<file path="src/rtl/hilo_md_unit.sv">
`default_nettype none
// ============================================================================
//  Module   : hilo_md_unit
//  Purpose  : HI/LO register pair with a built-in multiply, multiply-accumulate,
//             multiply-subtract and iterative restoring-divide datapath. It sits
//             beside the EX stage and accepts one op per valid/ready handshake.
//  Ports    : cpu_clk_50M  - clock, rising edge
//             cpu_rst_n    - asynchronous reset, active HIGH despite its name
//             flush_i      - aborts the in-flight op and blocks acceptance
//             op_valid_i   - op request
//             op_ready_o   - unit is idle and can take an op
//             op_i         - 0 NOP,1 MTHI,2 MTLO,3 MULT,4 MADD,5 MSUB,6 DIV,7 NOP
//             sign_i       - signed operands when 1
//             src_a_i      - multiplicand / dividend / MTHI-MTLO data
//             src_b_i      - multiplier / divisor
//             hi_o, lo_o   - HI and LO registers
//             done_o       - one-cycle pulse after a MULT/MADD/MSUB/DIV write
//  Revision : 1.0 - initial release
// ============================================================================
module hilo_md_unit #(
    parameter int DATA_W    = 32,
    parameter int DIV_CNT_W = 6
) (
    input  logic              cpu_clk_50M,
    input  logic              cpu_rst_n,
    input  logic              flush_i,
    input  logic              op_valid_i,
    output logic              op_ready_o,
    input  logic [2:0]        op_i,
    input  logic              sign_i,
    input  logic [DATA_W-1:0] src_a_i,
    input  logic [DATA_W-1:0] src_b_i,
    output logic [DATA_W-1:0] hi_o,
    output logic [DATA_W-1:0] lo_o,
    output logic              done_o
);

    localparam int c_w2 = 2 * DATA_W;

    localparam logic [2:0] c_op_mthi = 3'd1;
    localparam logic [2:0] c_op_mtlo = 3'd2;
    localparam logic [2:0] c_op_mult = 3'd3;
    localparam logic [2:0] c_op_madd = 3'd4;
    localparam logic [2:0] c_op_msub = 3'd5;
    localparam logic [2:0] c_op_div  = 3'd6;

    localparam logic [1:0] c_st_idle    = 2'd0;
    localparam logic [1:0] c_st_mul     = 2'd1;
    localparam logic [1:0] c_st_div_run = 2'd2;
    localparam logic [1:0] c_st_div_fix = 2'd3;

    logic [1:0]           state_q, state_d;
    logic [DATA_W-1:0]    hi_q, hi_d, lo_q, lo_d;
    logic                 done_q, done_d;
    logic [c_w2-1:0]      prod_q, prod_d;     // registered full-width product
    logic [c_w2-1:0]      acc_q, acc_d;       // {HI,LO} snapshot at acceptance
    logic [2:0]           mop_q, mop_d;
    logic [DATA_W-1:0]    quo_q, quo_d;       // dividend shifts out, quotient shifts in
    logic [DATA_W-1:0]    rem_q, rem_d;
    logic [DATA_W-1:0]    dvs_q, dvs_d;
    logic [DATA_W-1:0]    dvd_raw_q, dvd_raw_d;
    logic                 qneg_q, qneg_d, rneg_q, rneg_d, dz_q, dz_d;
    logic [DIV_CNT_W-1:0] cnt_q, cnt_d;

    logic                 w_accept;
    logic [c_w2-1:0]      w_a_ext, w_b_ext, w_prod, w_mul_res;
    logic                 w_a_neg, w_b_neg;
    logic [DATA_W-1:0]    w_a_mag, w_b_mag, w_q_fix, w_r_fix;
    logic [DATA_W:0]      w_rem_sh, w_diff;

    assign op_ready_o = (state_q == c_st_idle);
    assign hi_o       = hi_q;
    assign lo_o       = lo_q;
    assign done_o     = done_q;

    assign w_accept = op_valid_i & op_ready_o & ~flush_i;

    // The low 2*DATA_W bits of an extended product are correct for both
    // signed and unsigned operands, so one multiplier serves both modes.
    assign w_a_ext = sign_i ? {{DATA_W{src_a_i[DATA_W-1]}}, src_a_i} : {{DATA_W{1'b0}}, src_a_i};
    assign w_b_ext = sign_i ? {{DATA_W{src_b_i[DATA_W-1]}}, src_b_i} : {{DATA_W{1'b0}}, src_b_i};
    assign w_prod  = w_a_ext * w_b_ext;

    always_comb begin
        case (mop_q)
            c_op_madd: w_mul_res = acc_q + prod_q;
            c_op_msub: w_mul_res = acc_q - prod_q;
            default:   w_mul_res = prod_q;
        endcase
    end

    // Magnitudes; the negation of MIN wraps to MIN, which is the correct
    // unsigned magnitude.
    assign w_a_neg = sign_i & src_a_i[DATA_W-1];
    assign w_b_neg = sign_i & src_b_i[DATA_W-1];
    assign w_a_mag = w_a_neg ? -src_a_i : src_a_i;
    assign w_b_mag = w_b_neg ? -src_b_i : src_b_i;

    // Restoring step: remainder < divisor always, so the shifted partial
    // remainder fits in DATA_W+1 bits and the borrow is the MSB of the difference.
    assign w_rem_sh = {rem_q, quo_q[DATA_W-1]};
    assign w_diff   = w_rem_sh - {1'b0, dvs_q};

    assign w_q_fix = qneg_q ? -quo_q : quo_q;
    assign w_r_fix = rneg_q ? -rem_q : rem_q;

    always_comb begin
        state_d   = state_q;
        hi_d      = hi_q;
        lo_d      = lo_q;
        done_d    = 1'b0;
        prod_d    = prod_q;
        acc_d     = acc_q;
        mop_d     = mop_q;
        quo_d     = quo_q;
        rem_d     = rem_q;
        dvs_d     = dvs_q;
        dvd_raw_d = dvd_raw_q;
        qneg_d    = qneg_q;
        rneg_d    = rneg_q;
        dz_d      = dz_q;
        cnt_d     = cnt_q;
        case (state_q)
            c_st_idle: begin
                if (w_accept) begin
                    case (op_i)
                        c_op_mthi: hi_d = src_a_i;
                        c_op_mtlo: lo_d = src_a_i;
                        c_op_mult, c_op_madd, c_op_msub: begin
                            prod_d  = w_prod;
                            acc_d   = {hi_q, lo_q};
                            mop_d   = op_i;
                            state_d = c_st_mul;
                        end
                        c_op_div: begin
                            quo_d     = w_a_mag;
                            rem_d     = '0;
                            dvs_d     = w_b_mag;
                            dvd_raw_d = src_a_i;
                            qneg_d    = w_a_neg ^ w_b_neg;
                            rneg_d    = w_a_neg;
                            dz_d      = (src_b_i == '0);
                            cnt_d     = DIV_CNT_W'(DATA_W);
                            state_d   = c_st_div_run;
                        end
                        default: ;
                    endcase
                end
            end
            c_st_mul: begin
                state_d = c_st_idle;
                if (!flush_i) begin
                    {hi_d, lo_d} = w_mul_res;
                    done_d       = 1'b1;
                end
            end
            c_st_div_run: begin
                if (flush_i) begin
                    state_d = c_st_idle;
                end else begin
                    quo_d = {quo_q[DATA_W-2:0], ~w_diff[DATA_W]};
                    rem_d = w_diff[DATA_W] ? w_rem_sh[DATA_W-1:0] : w_diff[DATA_W-1:0];
                    cnt_d = cnt_q - DIV_CNT_W'(1);
                    if (cnt_q == DIV_CNT_W'(1)) begin
                        state_d = c_st_div_fix;
                    end
                end
            end
            default: begin // c_st_div_fix
                state_d = c_st_idle;
                if (!flush_i) begin
                    done_d = 1'b1;
                    if (dz_q) begin
                        lo_d = '1;
                        hi_d = dvd_raw_q;
                    end else begin
                        lo_d = w_q_fix;
                        hi_d = w_r_fix;
                    end
                end
            end
        endcase
    end

    always_ff @(posedge cpu_clk_50M or posedge cpu_rst_n) begin
        if (cpu_rst_n) begin
            state_q   <= c_st_idle;
            hi_q      <= '0;
            lo_q      <= '0;
            done_q    <= 1'b0;
            prod_q    <= '0;
            acc_q     <= '0;
            mop_q     <= '0;
            quo_q     <= '0;
            rem_q     <= '0;
            dvs_q     <= '0;
            dvd_raw_q <= '0;
            qneg_q    <= 1'b0;
            rneg_q    <= 1'b0;
            dz_q      <= 1'b0;
            cnt_q     <= '0;
        end else begin
            state_q   <= state_d;
            hi_q      <= hi_d;
            lo_q      <= lo_d;
            done_q    <= done_d;
            prod_q    <= prod_d;
            acc_q     <= acc_d;
            mop_q     <= mop_d;
            quo_q     <= quo_d;
            rem_q     <= rem_d;
            dvs_q     <= dvs_d;
            dvd_raw_q <= dvd_raw_d;
            qneg_q    <= qneg_d;
            rneg_q    <= rneg_d;
            dz_q      <= dz_d;
            cnt_q     <= cnt_d;
        end
    end

endmodule
`default_nettype wire

</file>
<file path="config.mk">
export PLATFORM = sky130hd
export DESIGN_NAME = hilo_md_unit
export DESIGN_NICKNAME = d
export VERILOG_FILES = /design/src/rtl/hilo_md_unit.sv
export SDC_FILE = /design/constraint.sdc
export NUM_CORES = 2
export LEC_CHECK = 0
export CAP_MARGIN = 20
export CELL_PAD_IN_SITES_DETAIL_PLACEMENT = 2
export CELL_PAD_IN_SITES_GLOBAL_PLACEMENT = 2
export CORE_ASPECT_RATIO = 1.75
export CORE_MARGIN = 2
export CORE_UTILIZATION = 45
export DETAILED_ROUTE_END_ITERATION = 6
export GPL_TIMING_DRIVEN = 0
export HOLD_SLACK_MARGIN = 0.1
export PLACE_DENSITY_LB_ADDON = 0.1
export SLEW_MARGIN = 20
export SYNTH_ARGS = -nofsm -noshare
export SYNTH_HDL_FRONTEND = slang
export SYNTH_SLANG_ARGS = --single-unit
</file>
<file path="constraint.sdc">
create_clock -name cpu_clk_50M -period 34.4 [get_ports cpu_clk_50M]
set_input_delay 5.16 -clock cpu_clk_50M [delete_from_list [all_inputs] [get_ports cpu_clk_50M]]
set_output_delay 5.16 -clock cpu_clk_50M [all_outputs]
set_load 0.01 [all_outputs]
</file>
==> flow_metrics.env, run 1 <==
export IMPL_ys_seq_area_share_pct=11.8
export IMPL_yosys_area_top_type="fa_1"
export IMPL_synth_area_sq_um=71300
export IMPL_status="aborted with a tool error"
export IMPL_h_tree_depth=1
export IMPL_initial_core_util_pct=45.2
export IMPL_synth_edf_count=0
export IMPL_die_h_microns=531
export IMPL_ctsHoldBuffers=0
export IMPL_port_buffers=103
export IMPL_antenna_found_initial=102
export IMPL_dp_final_hpwl_microns=358000
export IMPL_avgSynthCellArea_sq_um=8.84
export IMPL_yosys_top_cells_area="fa_1 40%, dfrtp_1 12%, inv_1 8.2%"
export IMPL_grt_use_total_pct=66.0
export IMPL_stop_error="[ERROR GRT-0232] Routing congestion too high. Check the congestion heatmap in the GUI."
export IMPL_io_pins=138
export IMPL_grt_max_degree=91
export IMPL_synthSimpleGateAreaFrac_pct=15.5
export IMPL_synth_compound_area_share_pct=9.90
export IMPL_synthAdderAreaFrac_pct=47.1
export IMPL_cts_resized=0
export IMPL_yosysTopAreaCellShare_pct=39.7
export IMPL_synth_top_flop_cell="dfrtp_1"
export IMPL_post_cts_buffers=0
export IMPL_overflow=394
export IMPL_haltStage="5_1_grt"
export IMPL_synth_xor_area_share_pct=4.84
export IMPL_ys_ff_latch=335
export IMPL_syn_num_nets=9968
export IMPL_clockRootBuffer="clkbuf_16"
export IMPL_synth_distinct_cells=83
export IMPL_die_x_microns=305
export IMPL_cts_inserted_buffers=30
export IMPL_yosysWarningCount=0
export IMPL_gp_congestion=1.03
export IMPL_clockBufferDepth=3
export IMPL_async_flop_share_pct=100
export IMPL_synth_top_family_by_area="adder cells"
export IMPL_placementRows=193
export IMPL_syn_inst=8063
export IMPL_muxShareOfSynthArea_pct=0.249
export IMPL_cts_sinks=335
per-stage QoR:
stage	instance area, sq um	util, %	std cells	hold WS, ps	setup WS, ps
2_1_floorplan	71300	-	8063	441	19960
3_3_place_gp	74900	47.5	10200	460	15020
3_5_place_dp	75400	47.8	10200	467	15840
4_1_cts	76500	48.5	10300	487	16530
synth_stat cells, types with 11 or more instances:
cell type	instances
a221oi_1	17
and3_1	46
o21a_1	15
or4_1	14
nand4_1	25
a222oi_1	11
a211oi_1	25
or3_1	34
o22ai_1	25
o41ai_1	21
nand2b_1	38
o211ai_1	18
dfrtp_1	335
mux2i_1	11
fa_1	1414
a22oi_1	29
a21oi_1	283
xnor2_1	241
buf_1	47
nor2_1	225
nor4_1	23
a21o_1	99
nor3_1	36
o31ai_1	43
a31oi_1	44
o21bai_1	31
o21ai_0	361
ha_1	419
clkbuf_1	413
and2_1	588
inv_1	1555
xor2_1	153
nand3_1	57
nor2b_1	22
nand2_1	1181
logic make-up after synthesis:
kind of cell | count (synthesis)
xor gates and xnor gates | 394
adders and majority gates | 1833
AOI/OAI and AO/OA | 1133
and+or+nand+nor | 2333
buffers and inverters | 2018
muxes | 17
DFF | 335
metal layers:
metal | track usage [%] | overflow
met5 | 14.2 | 0
met4 | 73.4 | 156
met3 | 40.0 | 2
met2 | 92.5 | 234
met1 | 61.7 | 2
==> run 2: changes to the inputs <==
Settings changed: CELL_PAD_IN_SITES_DETAIL_PLACEMENT 2 to default, CELL_PAD_IN_SITES_GLOBAL_PLACEMENT 2 to default, CORE_ASPECT_RATIO 1.75 to default, CORE_UTILIZATION 45 to 35, HOLD_SLACK_MARGIN 0.1 to default, PLACE_DENSITY_LB_ADDON 0.1 to 0.15.
==> flow_metrics.env, run 2 <==
export IMPL_status="finished, final reports clean"
export IMPL_synth_area_sq_um=71300
export IMPL_use_met2_pct=50.1
export IMPL_clkSlewWorstSetupHoldPaths_ps=70
export IMPL_end_kind="flip-flop"
export IMPL_die_area_sq_um=207000
export IMPL_dp_final_hpwl_microns=269000
export IMPL_synth_distinct_cells=83
export IMPL_fp_coreArea_sq_um=202000
export IMPL_grt_max_degree=91
export IMPL_cts_inserted_buffers=38
export IMPL_max_slew_margin_rel_pct=12.4
export IMPL_final_common_cell="inv_1"
export IMPL_drive_gt1_share_pct=2.50
export IMPL_reg2reg_slack_ps=27490
export IMPL_critPathKind="in -> reg"
export IMPL_clockRootBuffer="clkbuf_16"
export IMPL_cts_resized=0
export IMPL_finalCriticalPeriod_ps=17500
export IMPL_utilization_pct=38.3
export IMPL_first_iter_violations=5685
export IMPL_routed_wl_microns=316000
export IMPL_vias_per_cell=5.35
export IMPL_maxSlewViolCount=0
export IMPL_vias=58600
export IMPL_synth_top_cells_by_count="1555 x inv_1, 1414 x fa_1, 1181 x nand2_1"
export IMPL_yosys_top_cells_area="fa_1 40%, dfrtp_1 12%, inv_1 8.2%"
export IMPL_synth_edf_count=0
export IMPL_gp_congestion=0.972
export IMPL_final_cell_count_no_fill=10900
export IMPL_busiest_layer="met2"
export IMPL_hold_path_class="reg -> reg"
export IMPL_grt_met1_usage_pct=39.8
export IMPL_finalCritPeriodShare_pct=50.9
export IMPL_grt_pass1_vias=61200
export IMPL_synth_top_flop_cell="dfrtp_1"
export IMPL_start_kind="primary input"
export IMPL_overflow=0
export IMPL_rsz0062_at_grt="no"
export IMPL_worst_path_max_delay_cell="fa_1"
export IMPL_r2r_start="mop_q[2]"
export IMPL_crit_family="adder cells"
export IMPL_grtUsageMet3_pct=3.36
export IMPL_placementRows=165
export IMPL_cp_common_cell="fa_1"
export IMPL_synthMostInstantiatedCell="inv_1"
export IMPL_worst_ep_arrival_time_ps=17990
export IMPL_clockBufferDepth=3
export IMPL_avgSynthCellArea_sq_um=8.84
export IMPL_place_area_sq_um=76200
export IMPL_antenna_left=0
export IMPL_nets=10100
export IMPL_largestRegisters="acc_q (64), prod_q (64)"
export IMPL_syn_num_nets=9968
export IMPL_grt_pass1_wl_microns=448000
export IMPL_ys_ff_latch=335
export IMPL_antenna_found_initial=50
export IMPL_max_stage_delay_ps=1010
export IMPL_die_x_microns=455
export IMPL_grt_use_total_pct=30.6
export IMPL_h_tree_depth=2
export IMPL_reg2regPathDepth=19
export IMPL_crit_end="prod_q[61]"
export IMPL_multiInputGateArea_sq_um=55400
export IMPL_finalSetupTns_ps=0
export IMPL_cts_tree="done"
export IMPL_cts_sinks=335
export IMPL_die_h_microns=455
export IMPL_dr_pass1_iters=5
export IMPL_seq_area_sq_um=8380
export IMPL_async_flop_share_pct=100
export IMPL_yosysTopAreaCellShare_pct=39.7
export IMPL_area_delta_synth_final_pct=8.68
export IMPL_fmax_mhz=57.1
export IMPL_crit_start="sign_i"
export IMPL_ys_seq_area_share_pct=11.8
export IMPL_yosys_area_top_type="fa_1"
export IMPL_cp_depth=31
export IMPL_dp_cells=10900
export IMPL_yosysWarningCount=0
export IMPL_drc=0
export IMPL_ctsHoldBuffers=0
export IMPL_critical_path_required_ps=34890
export IMPL_initial_core_util_pct=35.2
export IMPL_path_buf_inv=10
export IMPL_r2r_end="hi_o[25]"
export IMPL_avgRoutedWirePerCell_microns=28.9
export IMPL_cap_violations=0
export IMPL_cp_max_fo=10
export IMPL_clock_latency_ps=620
export IMPL_nFillCells=20900
export IMPL_setup_violations=0
export IMPL_io_pins=138
export IMPL_fin_area_sq_um=77500
export IMPL_syn_inst=8063
export IMPL_skew_ps=55.8
export IMPL_post_cts_buffers=0
export IMPL_port_buffers=103
export IMPL_worst_pin_slew_ps=1310
export IMPL_hold_start="dvd_raw_q[9]"
export IMPL_timing_final_hold_violations=0
export IMPL_final_cell_mix="1553 x inv_1, 1414 x fa_1, 1180 x nand2_1"
-- run 2: cell counts after synthesis --
No cell type changed its count.
-- run 2: worst min-delay path: cells and delay by family, from the launching register on --
family	cells	cell delay, ps
and+or+nand+nor	2	100
DFF	1	350
-- run 2: layout make-up --
| cell class | instances | share of cell area, % |
|---|---|---|
| tap | 2672 | 4.31 |
| clock buffer | 52 | 1.41 |
| buffer | 462 | 2.39 |
| multi-input combinational | 5710 | 71.4 |
| antenna | 17 | 0.0549 |
| clock inverter | 14 | 0.158 |
| timing repair buffer | 122 | 1.87 |
| sequential | 335 | 10.8 |
| inverter | 1556 | 7.55 |
-- run 2: worst min path at each step --
| stage | end | cells after the start |
|---|---|---|
| global placement | dvd_raw_q[10] | 2 |
| finish | dvd_raw_q[9] | 2 |
| global route | dvd_raw_q[17] | 2 |
| CTS | dvd_raw_q[12] | 2 |
| detailed placement | dvd_raw_q[12] | 2 |
| floorplan | dvd_raw_q[25] | 2 |
-- run 2: metal layers --
layer / share of wire [%] / routed length, microns
met1: 41 / 129000
met2: 46 / 146000
met3: 6.4 / 20400
met4: 6.4 / 20100
met5: 0.036 / 113
-- run 2: kinds of logic (layout without fill, tap and decap cells) --
group | Yosys count | count (layout) | share of synthesized area [%]
mux | 17 | 17 | 0.249
simple gates | 2333 | 2333 | 15.5
flops | 335 | 335 | 11.8
fa+ha+maj | 1833 | 1833 | 47.1
xor+xnor | 394 | 394 | 4.84
buf+inv | 2018 | 2206 | 10.6
compound gates | 1133 | 1133 | 9.90
other cells | 0 | 17 | 0
-- run 2: metrics by stage --
stage | hold WS [ps] | worst slack (ps)
after floorplan | 441 | 19960
after global placement | 458 | 15120
after detailed placement | 465 | 16520
after CTS | 482 | 17140
after global routing | 504 | 16890
final | 482 | 16900
Power of run 2 is left out: the tool's default activity adds up to more than one toggle a clock period on the data nets, which glitch-free logic cannot reach.
